**src/rtl/clk_div_pkg.sv**
```systemverilog
// Shared constants and helpers for the multi-channel integer clock divider.
package clk_div_pkg;

  localparam int DEF_DIV_RATIO_WIDTH = 4;
  localparam int MAX_CH              = 8;

  // Length of the high phase of a divided period: floor(N/2).
  function automatic logic [31:0] half_ratio(input logic [31:0] n);
    return n >> 1;
  endfunction

endpackage

```
**src/rtl/clk_div_chan.sv**
```systemverilog
// One divider channel: period counter, boundary-latched ratio/enable,
// registered divided clock and tick, and the bypass mux to the reference clock.
module clk_div_chan
  import clk_div_pkg::*;
#(
  parameter int W = DEF_DIV_RATIO_WIDTH
) (
  input  logic         i_ref_clk,
  input  logic         i_rst,
  input  logic         i_clk_en,
  input  logic [W-1:0] i_div_ratio,
  input  logic         i_sync,
  output logic         o_div_clk,
  output logic         o_tick,
  output logic         o_active
);

  logic [W-1:0] cnt;
  logic [W-1:0] cnt_nxt;
  logic [W-1:0] r_lat;
  logic         en_lat;
  logic         div_q;
  logic         tick_q;
  logic         bypass;
  logic         load;
  logic         start_div;

  assign bypass    = !en_lat || (r_lat < W'(2));
  assign cnt_nxt   = cnt + W'(1);
  // Ratio/enable are only sampled here, so a running phase is never cut short
  // except by an explicit sync.
  assign load      = (cnt == r_lat - W'(1)) || bypass || i_sync;
  assign start_div = i_clk_en && (i_div_ratio >= W'(2));

  always_ff @(posedge i_ref_clk or posedge i_rst) begin
    if (i_rst) begin
      cnt    <= '0;
      r_lat  <= '0;
      en_lat <= 1'b0;
      div_q  <= 1'b0;
      tick_q <= 1'b0;
    end else if (load) begin
      cnt    <= '0;
      r_lat  <= i_div_ratio;
      en_lat <= i_clk_en;
      div_q  <= start_div;
      tick_q <= start_div;
    end else begin
      cnt    <= cnt_nxt;
      tick_q <= 1'b0;
      div_q  <= (32'(cnt_nxt) < half_ratio(32'(r_lat)));
    end
  end

  assign o_div_clk = bypass ? i_ref_clk : div_q;
  assign o_tick    = tick_q && !bypass;
  assign o_active  = !bypass;

endmodule

```
**src/rtl/clk_div_multi.sv**
```systemverilog
// NUM_CH independent integer clock dividers sharing one reference clock;
// i_sync restarts every channel's period on the same edge.
module clk_div_multi
  import clk_div_pkg::*;
#(
  parameter int NUM_CH          = 2,
  parameter int DIV_RATIO_WIDTH = DEF_DIV_RATIO_WIDTH
) (
  input  logic                              i_ref_clk,
  input  logic                              i_rst,
  input  logic [NUM_CH-1:0]                 i_clk_en,
  input  logic [NUM_CH*DIV_RATIO_WIDTH-1:0] i_div_ratio,
  input  logic                              i_sync,
  output logic [NUM_CH-1:0]                 o_div_clk,
  output logic [NUM_CH-1:0]                 o_tick,
  output logic [NUM_CH-1:0]                 o_active
);

  for (genvar c = 0; c < NUM_CH; c++) begin : g_chan
    clk_div_chan #(
      .W(DIV_RATIO_WIDTH)
    ) u_chan (
      .i_ref_clk  (i_ref_clk),
      .i_rst      (i_rst),
      .i_clk_en   (i_clk_en[c]),
      .i_div_ratio(i_div_ratio[c*DIV_RATIO_WIDTH +: DIV_RATIO_WIDTH]),
      .i_sync     (i_sync),
      .o_div_clk  (o_div_clk[c]),
      .o_tick     (o_tick[c]),
      .o_active   (o_active[c])
    );
  end

endmodule
```
**config.mk**
```make
export PLATFORM = sky130hd
export DESIGN_NAME = clk_div_multi
export DESIGN_NICKNAME = d
export VERILOG_FILES = /design/src/rtl/clk_div_pkg.sv /design/src/rtl/clk_div_chan.sv /design/src/rtl/clk_div_multi.sv
export SDC_FILE = /design/constraint.sdc
export NUM_CORES = 1
export LEC_CHECK = 0
export CAP_MARGIN = 0
export CORE_MARGIN = 3
export CORE_UTILIZATION = 52
export DETAILED_ROUTE_END_ITERATION = 12
export PLACE_DENSITY_LB_ADDON = 0.3
export SLEW_MARGIN = 20
export SYNTH_ARGS = -nofsm -noshare
export SYNTH_HDL_FRONTEND = slang
export SYNTH_SLANG_ARGS = --single-unit
```
**constraint.sdc**
```tcl
create_clock -name i_ref_clk -period 2.75 [get_ports i_ref_clk]
set_clock_uncertainty 0.2 [all_clocks]
set_input_delay 0.275 -clock i_ref_clk [delete_from_list [all_inputs] [get_ports i_ref_clk]]
set_output_delay 0.275 -clock i_ref_clk [all_outputs]
set_load 0.005 [all_outputs]
```
==> summary.md <==
| Metric | Value |
|---|---|
| Via count | `841` |
| P&R area growth vs syn | `20.9%` |
| First-pass GRT wire length | `3660 um` |
| ANT cells | `0` |
| Vias per cell | `5.19` |
| Crit Path Class | `clock port to primary output` |
| Worst EP arrival | `2.14 ns` |
| Most frequent cells in the layout | `22 x dfrtp_1, 16 x clkdlybuf4s50_1, 13 x inv_1` |
| Reg area | `551 um^2` |
| Setup tns final | `0 ns` |
| P_sw | `277 uW` |
| Grt total ovfl | `0` |
| Run status | `complete, no violations` |
| Initial core utilization | `55.3%` |
| Largest net degree at the start of global routing | `23` |
| Layout cell share with drive strength beyond 1 | `14.9%` |
| MaxCap Viol Count | `0` |
| Yosys cell types | `21` |
| DR iter-0 viols | `9` |
| # rows | `17` |
| Clock Latency Late Sink | `0.41 ns` |
| Wirelength, routed | `2240 um` |
| Seq/Total Area, Yosys | `44.6%` |
| R2r worst-path depth | `7` |
| Yosys top cell by area | `dfrtp_1` |
| Clock slew at reported path FFs | `0.13 ns` |
| DR pass1 iterations | `4` |
| CTS tree | `built` |
| Met1 usage in global routing | `19.8%` |
| Synthesized Nets | `134` |
| Logic pwr share | `23.0%` |
| Routability cong. | `0.726` |
| Wire per inst | `13.8 um` |
| Rel. slew slack | `42.4%` |
| Switching share of total power | `27.4%` |
| Initial antenna violation count | `0` |
| Synthesized area | `1230 um^2` |
| VDD IR-drop max | `0.000480 V` |
| Met3 usage | `8.99%` |
| # setup viols final | `0` |
| Most Crowded Layer GR | `met2` |
| Sequential Power Share | `39.6%` |
| Final Util | `66.8%` |
| Die ar. | `3000 um^2` |
| Filler cells | `186` |
| Worst slew pin tran | `0.863 ns` |
| Critical Path RT | `2.28 ns` |
| Hold Path Class | `primary input to async pin` |
| CP max FO | `2` |
| Clock power frac | `37.4%` |
| Multi-input gate area | `576 um^2` |
| Syn Area/Cell | `10.9 um^2` |
| Worst setup SP type | `clock port` |
| Hold Fails Final Rpt | `0` |
| Routed Antenna Nets | `0` |
| Synthesized instance count | `113` |
| Top area cells in the synthesized netlist | `dfrtp_1 45%, ha_1 8.1%, mux2_2 6.4%, xnor2_1 5.7%, xor2_1 5.7%` |
| Gr usage total | `18.7%` |
| Seq cells post-synth | `22` |
| CP endpoint kind | `primary output` |
| RSZ-0062 raised after global routing | `false` |
| Vias in the first global route | `873` |
| Die Wd | `54.7 um` |
| Top-area cell type share of the netlist area | `44.6%` |
| Leading cell type in the layout, fill and taps excluded | `dfrtp_1` |
| Die Span Y | `54.7 um` |
| Core ar. | `2230 um^2` |
| Hpwl dp | `1740 um` |
| Pwr dens | `676 nW/um^2` |
| Residual DRC | `0` |
| Ports | `19` |
| Max-slew violations | `0` |
| Leakage | `0.721 nW` |
| Yosys warnings | `0` |
| Met2 Track Usage GR | `28.1%` |
| Port Buf Inserts | `18` |
| Int Pwr | `732 uW` |
| Fin nets | `156` |
[cells in the mapped netlist (all sizes together)]
cell / count
o21ai: 2
buf: 8
mux2: 10
mux2i: 2
ha: 8
xor2: 8
xnor2: 8
nor3: 2
nand3: 2
nor2: 8
and2: 2
nand2: 2
nor2b: 4
nand2b: 2
dfrtp: 22
o31ai: 6
a21boi: 2
nand3b: 2
inv: 13
[state kept, by name, indices dropped and copies added, names as in the netlist]
| register | flops |
|---|---|
| g_chan.u_chan.cnt | 8 |
| g_chan.u_chan.tick_q | 2 |
| g_chan.u_chan.en_lat | 2 |
| g_chan.u_chan.r_lat | 8 |
| g_chan.u_chan.div_q | 2 |
[routing by layer]
| layer | share of wire [%] | routed length (um) |
|---|---|---|
| met5 | 0 | 0 |
| met4 | 0.94 | 21 |
| met1 | 44 | 986 |
| met3 | 5.5 | 124 |
| met2 | 49 | 1110 |
[through the flow]
stage               power (mW)  hold slack (ns)  setup WS, ns  area (um^2)  std cells
floorplan                0.622           0.0642         0.531         1230        113
global placement         0.687            0.310         0.229         1410        154
detailed placement       0.700            0.325         0.229         1410        154
CTS                       1.03            0.113         0.122         1490        162
global route              1.08            0.157        0.0980         1490        162
finish                    1.01            0.119         0.139         1490        162
[worst max-delay path: stages]
cell	delay (ns)
clkbuf_4	0.12
clkbuf_4	0.12
mux2_2	0.26
dlygate4sd2_1	0.27
[area by class of cell]
cell class	count	share of cell area, %
multi-input cells	70	38.6
flip-flops and latches	22	36.9
repair buffers	19	12.2
clock buffers	9	4.69
inverters	13	3.27
well taps	28	2.35
clock inverters	1	2.01
[what timing repair did]
item                       in CTS  in global routing
resized for setup               2                  0
hold buffers                    0                  0
setup endpoints to repair       2                  0
setup buffers                   0                  0
[power by group through the flow]
stage	Sequential [mW]	Combinational [mW]	Clock [mW]
finish	0.400	0.232	0.378
global route	0.407	0.263	0.414
CTS	0.400	0.236	0.391
detailed placement	0.407	0.235	0.0579
global placement	0.405	0.224	0.0579
floorplan	0.395	0.178	0.0493
[logic make-up after synthesis]
group,count (synthesis),synth area share (%)
flops,22,44.6
buf+inv,21,8.82
simple gates,24,9.93
compound gates,10,6.48
fa+ha+maj,8,8.11
xor+xnor,16,11.3
mux,12,10.7
[final timing paths]
kind / slack, ns / startpoint / to
setup / recovery: 0.14 / i_ref_clk / o_div_clk[0]
min in group i_ref_clk: 0.25 / i_clk_en[0] / g_chan[0].u_chan.en_lat
setup reg to reg: 0.64 / g_chan[0].u_chan.r_lat[1] / g_chan[0].u_chan.r_lat[0]
hold reg to reg: 0.34 / g_chan[1].u_chan.cnt[0] / g_chan[1].u_chan.cnt[0]
hold / removal: 0.12 / i_rst / g_chan[0].u_chan.cnt[0]
max in group asynchronous: 1.70 / i_rst / g_chan[1].u_chan.cnt[2]
No activity file was read; power rests on OpenSTA's default activity.
